$ cat src/rtl/vend_pkg.sv
// Shared types and coin values for the vending-machine controller.
package vend_pkg;

  typedef enum logic [1:0] {
    IDLE    = 2'd0,
    COLLECT = 2'd1,
    VEND    = 2'd2
  } state_t;

  localparam int unsigned COIN5_VAL  = 5;
  localparam int unsigned COIN10_VAL = 10;

endpackage

$ cat src/rtl/vend_fsm_core.sv
// Coin-accumulating vending controller: credits 5/10-unit coins and pulses
// dispense for one cycle whenever credit reaches PRICE. No change is returned.
module vend_fsm_core
  import vend_pkg::*;
#(
  parameter int unsigned PRICE    = 15,
  parameter int unsigned CREDIT_W = 6
) (
  input  logic clk,
  input  logic reset,
  input  logic coin_5,
  input  logic coin_10,
  output logic dispense
);

  localparam logic [CREDIT_W-1:0] PRICE_W  = CREDIT_W'(PRICE);
  localparam logic [CREDIT_W-1:0] COIN5_W  = CREDIT_W'(COIN5_VAL);
  localparam logic [CREDIT_W-1:0] COIN10_W = CREDIT_W'(COIN10_VAL);
  localparam logic [CREDIT_W-1:0] ZERO_W   = {CREDIT_W{1'b0}};

  state_t              state_r;
  state_t              next_state_s;
  logic [CREDIT_W-1:0] credit_r;
  logic [CREDIT_W-1:0] next_credit_s;
  logic [CREDIT_W-1:0] add_s;
  logic [CREDIT_W-1:0] sum_s;
  logic                dispense_r;

  // Next-state and credit update; IDLE and VEND both start counting from zero.
  always_comb begin
    next_state_s  = state_r;
    next_credit_s = credit_r;
    add_s         = (coin_5 ? COIN5_W : ZERO_W) + (coin_10 ? COIN10_W : ZERO_W);
    sum_s         = credit_r + add_s;
    case (state_r)
      IDLE, VEND: begin
        if (add_s == ZERO_W) begin
          next_state_s  = IDLE;
          next_credit_s = ZERO_W;
        end else if (add_s >= PRICE_W) begin
          next_state_s  = VEND;
          next_credit_s = ZERO_W;
        end else begin
          next_state_s  = COLLECT;
          next_credit_s = add_s;
        end
      end
      COLLECT: begin
        if (add_s == ZERO_W) begin
          next_state_s  = COLLECT;
          next_credit_s = credit_r;
        end else if (sum_s >= PRICE_W) begin
          next_state_s  = VEND;
          next_credit_s = ZERO_W;
        end else begin
          next_state_s  = COLLECT;
          next_credit_s = sum_s;
        end
      end
      default: begin
        next_state_s  = IDLE;
        next_credit_s = ZERO_W;
      end
    endcase
  end

  // State, credit and dispense registers; dispense mirrors entry into VEND.
  always_ff @(posedge clk) begin
    if (reset) begin
      state_r    <= IDLE;
      credit_r   <= ZERO_W;
      dispense_r <= 1'b0;
    end else begin
      state_r    <= next_state_s;
      credit_r   <= next_credit_s;
      dispense_r <= (next_state_s == VEND);
    end
  end

  assign dispense = dispense_r;

endmodule

$ cat config.mk
export PLATFORM = sky130hd
export DESIGN_NAME = vend_fsm_core
export DESIGN_NICKNAME = d
export VERILOG_FILES = /design/src/rtl/vend_pkg.sv /design/src/rtl/vend_fsm_core.sv
export SDC_FILE = /design/constraint.sdc
export NUM_CORES = 1
export LEC_CHECK = 0
export ABC_AREA = 0
export CAP_MARGIN = 0
export CORE_AREA = 2 2 39 41
export DETAILED_ROUTE_END_ITERATION = 10
export DIE_AREA = 0 0 41 43
export GPL_ROUTABILITY_DRIVEN = 0
export GPL_TIMING_DRIVEN = 1
export HOLD_SLACK_MARGIN = 0.15
export PLACE_DENSITY = 0.69
export SETUP_SLACK_MARGIN = 0.2
export SLEW_MARGIN = 20
export SYNTH_ARGS = -nofsm -noshare
export SYNTH_HDL_FRONTEND = slang
export SYNTH_SLANG_ARGS = --single-unit
$ cat constraint.sdc
create_clock -name clk -period 1.9 [get_ports clk]
set_input_delay 0.19 -clock clk [delete_from_list [all_inputs] [get_ports clk]]
set_output_delay 0.19 -clock clk [all_outputs]
set_load 0.03 [all_outputs]
==> impl_results.md <==
* Die area at 1760 µm²
* Total Wirelength at 1310 µm
* Commonest cells post-synth: 9 x dfxtp_1, 8 x ha_1, 5 x a21oi_1
* Outcome: finished, final reports clean
* # fillers at 112
* First DRT Iteration DRCs at 5
* Cts bufs inserted at 3
* Worst-Margin Slew at 0.301 ns
* Area Overhead vs Synth at 31.1%
* Finished Layout Cells at 97
* Worst setup EP type: flip-flop
* Slowest-stage cell, CP: fa_2
* ANT cells at 0
* Max Transition Viols Final at 0
* Startpoint types: flip-flop
* Hold Path Sink: credit_r[4]
* Delay-heaviest family, CP: compound AO/OA/AOI/OAI gates
* DP HPWL at 1010 µm
* Fin worst setup slack at 0.0348 ns
* Post-synth cell types at 28
* Total track usage at 0.192
* RSZ-0062 raised after global routing: yes
* Min cycle time layout at 1.87 ns
* Share of cells above drive strength 1 at 0.321
* Synthesized netlist cell count at 63
* Worst-case vdd ir drop at 0.376 mV
* Via count at 525
* First-pass GRT wire length at 2300 µm
* Worst Min Path Start: credit_r[4]
* Pleak at 0.370 nW
* DR WL/cell at 13.5 µm
* Syn Area/Cell at 9.95 µm²
* Effective utilization at floorplan at 0.453
* Net Count, Synth at 76
* Max-Cap Viols at 0
* CTS H-Tree Depth at 1
* Initial antenna violation count at 0
* Biggest area consumer among synthesized cells: dfxtp_1
* Worst EP arrival at 2.03 ns
* Async S/R FF share, synth at 0
* EDFF count, synth at 0
* Worst min path class: flip-flop to flip-flop
* Top FF cell, synth: dfxtp_1
* Period utilization at 0.982
* Gr ovfl total at 0
* Final setup violation count at 0
* Most frequent cell after synthesis: dfxtp_1
* Die height at 43 µm
* CTS tree: yes
* Slew HR at 0.798
* Max stage delay on crit path at 0.37 ns
* Clk sinks at 9
* Synthesis-stage register bit count at 9
* Area share of the largest cell type after synthesis at 0.287
* Hold Path Stages at 2
* Worst-Skew Late Latency at 0.27 ns
* CTS Root Cell: clkbuf_4
* Post-synthesis cell area at 627 µm²
* Skew final at 0.00214 ns
* Crit path cell chain: ha_4 > fa_2 > xor2_1 > and3_1 > a211o_4 > a22o_1
* Register area share after synthesis at 0.287
* Vias in the first global route at 549
* Clock buffer depth at 2
* Clock Pin Slew Worst Setup and Hold Paths at 0.06 ns
* Vias per inst at 5.41
* CP bufs+invs at 0
* Cell area after layout at 822 µm²
* Fmax at 536 MHz
* Dpl cells at 90
* Worst r2r src: credit_r[0]
* Place WS at -0.362 ns
* Largest fanout on the critical path at 7
* Io pins at 5
* Placed cell areas at 762 µm²
* Pre-antenna DRT Iters at 4
* Worst reg-to-reg setup slack at 0.03 ns
* Yosys Warn Count at 0
* Die Width at 41 µm
* FP Rows at 14
* Largest net degree at the start of global routing at 8
* Antenna Violating Nets Remaining at 0
* CP Class: flip-flop to flip-flop
* Final hold vios at 0
* Area contributors post-synth: dfxtp_1 29%, ha_1 16%, o32ai_2 10%
* Reg2Reg Capture Point: state_r[1]
* Number of nets in the layout at 95
* Residual DRC at 0
* Port bufs at 4
* Power Dens Cells at 823 nW/µm²
* Worst EP required at 2.07 ns
* Worst r2r path cells at 6
* Core area at 1380 µm²
* Hold_buf cts at 0
## worst min-delay path: cells and delay by family, from the launching register on
kind | cells | cell delay [ns]
buffers and inverters | 1 | 0.10
DFF | 1 | 0.31
and+or+nand+nor | 1 | 0.06
## worst max path at each step
stage / from / slack (ns) / depth (start not counted) / to
global route: credit_r[0] / -0.02 / 6 / state_r[1]
finish: credit_r[0] / 0.03 / 6 / state_r[1]
detailed placement: coin_5 / -0.36 / 7 / state_r[1]
floorplan: credit_r[0] / 0.08 / 6 / state_r[1]
CTS: credit_r[0] / 0.03 / 6 / state_r[1]
global placement: coin_10 / -0.38 / 7 / state_r[1]
## cell type report
cell class | count | area [µm²] | area share
Multi-Input combinational cell | 49 | 454 | 0.553
Sequential cell | 9 | 183 | 0.222
Timing Repair Buffer | 16 | 128 | 0.155
Clock buffer | 4 | 26.3 | 0.0320
Tap cell | 16 | 20.0 | 0.0244
Inverter | 3 | 11.3 | 0.0137
## report_power, final
group,internal [mW],total (mW),leakage (nW),switching [mW]
logic,0.142,0.278,0.280,0.136
registers,0.215,0.242,0.0745,0.0268
clock network,0.0815,0.156,0.0150,0.0750
total,0.439,0.677,0.370,0.238
## layer usage
layer / global-route usage / wire length [µm] / up-vias
met1: 0.267 / 623 / 243
li1: - / - / 267
met2: 0.275 / 612 / 12
met5: 0 / 0 / -
met3: 0.0209 / 44 / 3
met4: 0.113 / 30 / 0
## stage by stage
| stage | power (mW) | util | hold WS (ns) | TNS (ns) |
|---|---|---|---|---|
| finish | 0.677 | 0.594 | 0.507 | 0 |
| global route | 0.712 | 0.594 | 0.532 | -0.0465 |
| CTS | 0.667 | 0.582 | 0.506 | 0 |
| detailed placement | 0.500 | 0.551 | 0.494 | -2.23 |
| global placement | 0.498 | 0.551 | 0.490 | -2.33 |
| floorplan | 0.417 | - | 0.463 | 0 |
## kinds of logic after synthesis
group,after synthesis,share of synthesized area
AOI/OAI and AO/OA,21,0.291
and+or+nand+nor,15,0.142
adders and majority gates,9,0.192
DFF,9,0.287
buffers and inverters,5,0.0319
xor gates and xnor gates,4,0.0559
## registers in the layout, summed over array words and instances (netlist names)
register	flops
credit_r	6
dispense	1
state_r	2
## cells in the final DEF (no fill, tap or decap), types with 2 or more instances in the layout
master and n:
o21ai_0 4, ha_4 2, o2bb2ai_1 2, nand2_1 2, ha_1 6, inv_1 3, xnor2_1 2, buf_4 12
dlygate4sd2_1 2, xor2_1 2, clkbuf_4 3, o32ai_2 4, dfxtp_1 7, a21oi_1 5, clkdlybuf4s50_1 2, dfxtp_2 2
nor2_1 2, nor2b_1 2, and3_1 3
## timing repair
item	4_1_cts	5_1_grt
setup endpoints to repair	7	7
pin swaps	2	1
buffers inserted	1	2
gates resized for setup	3	1
No activity file was read; power rests on OpenSTA's default activity.
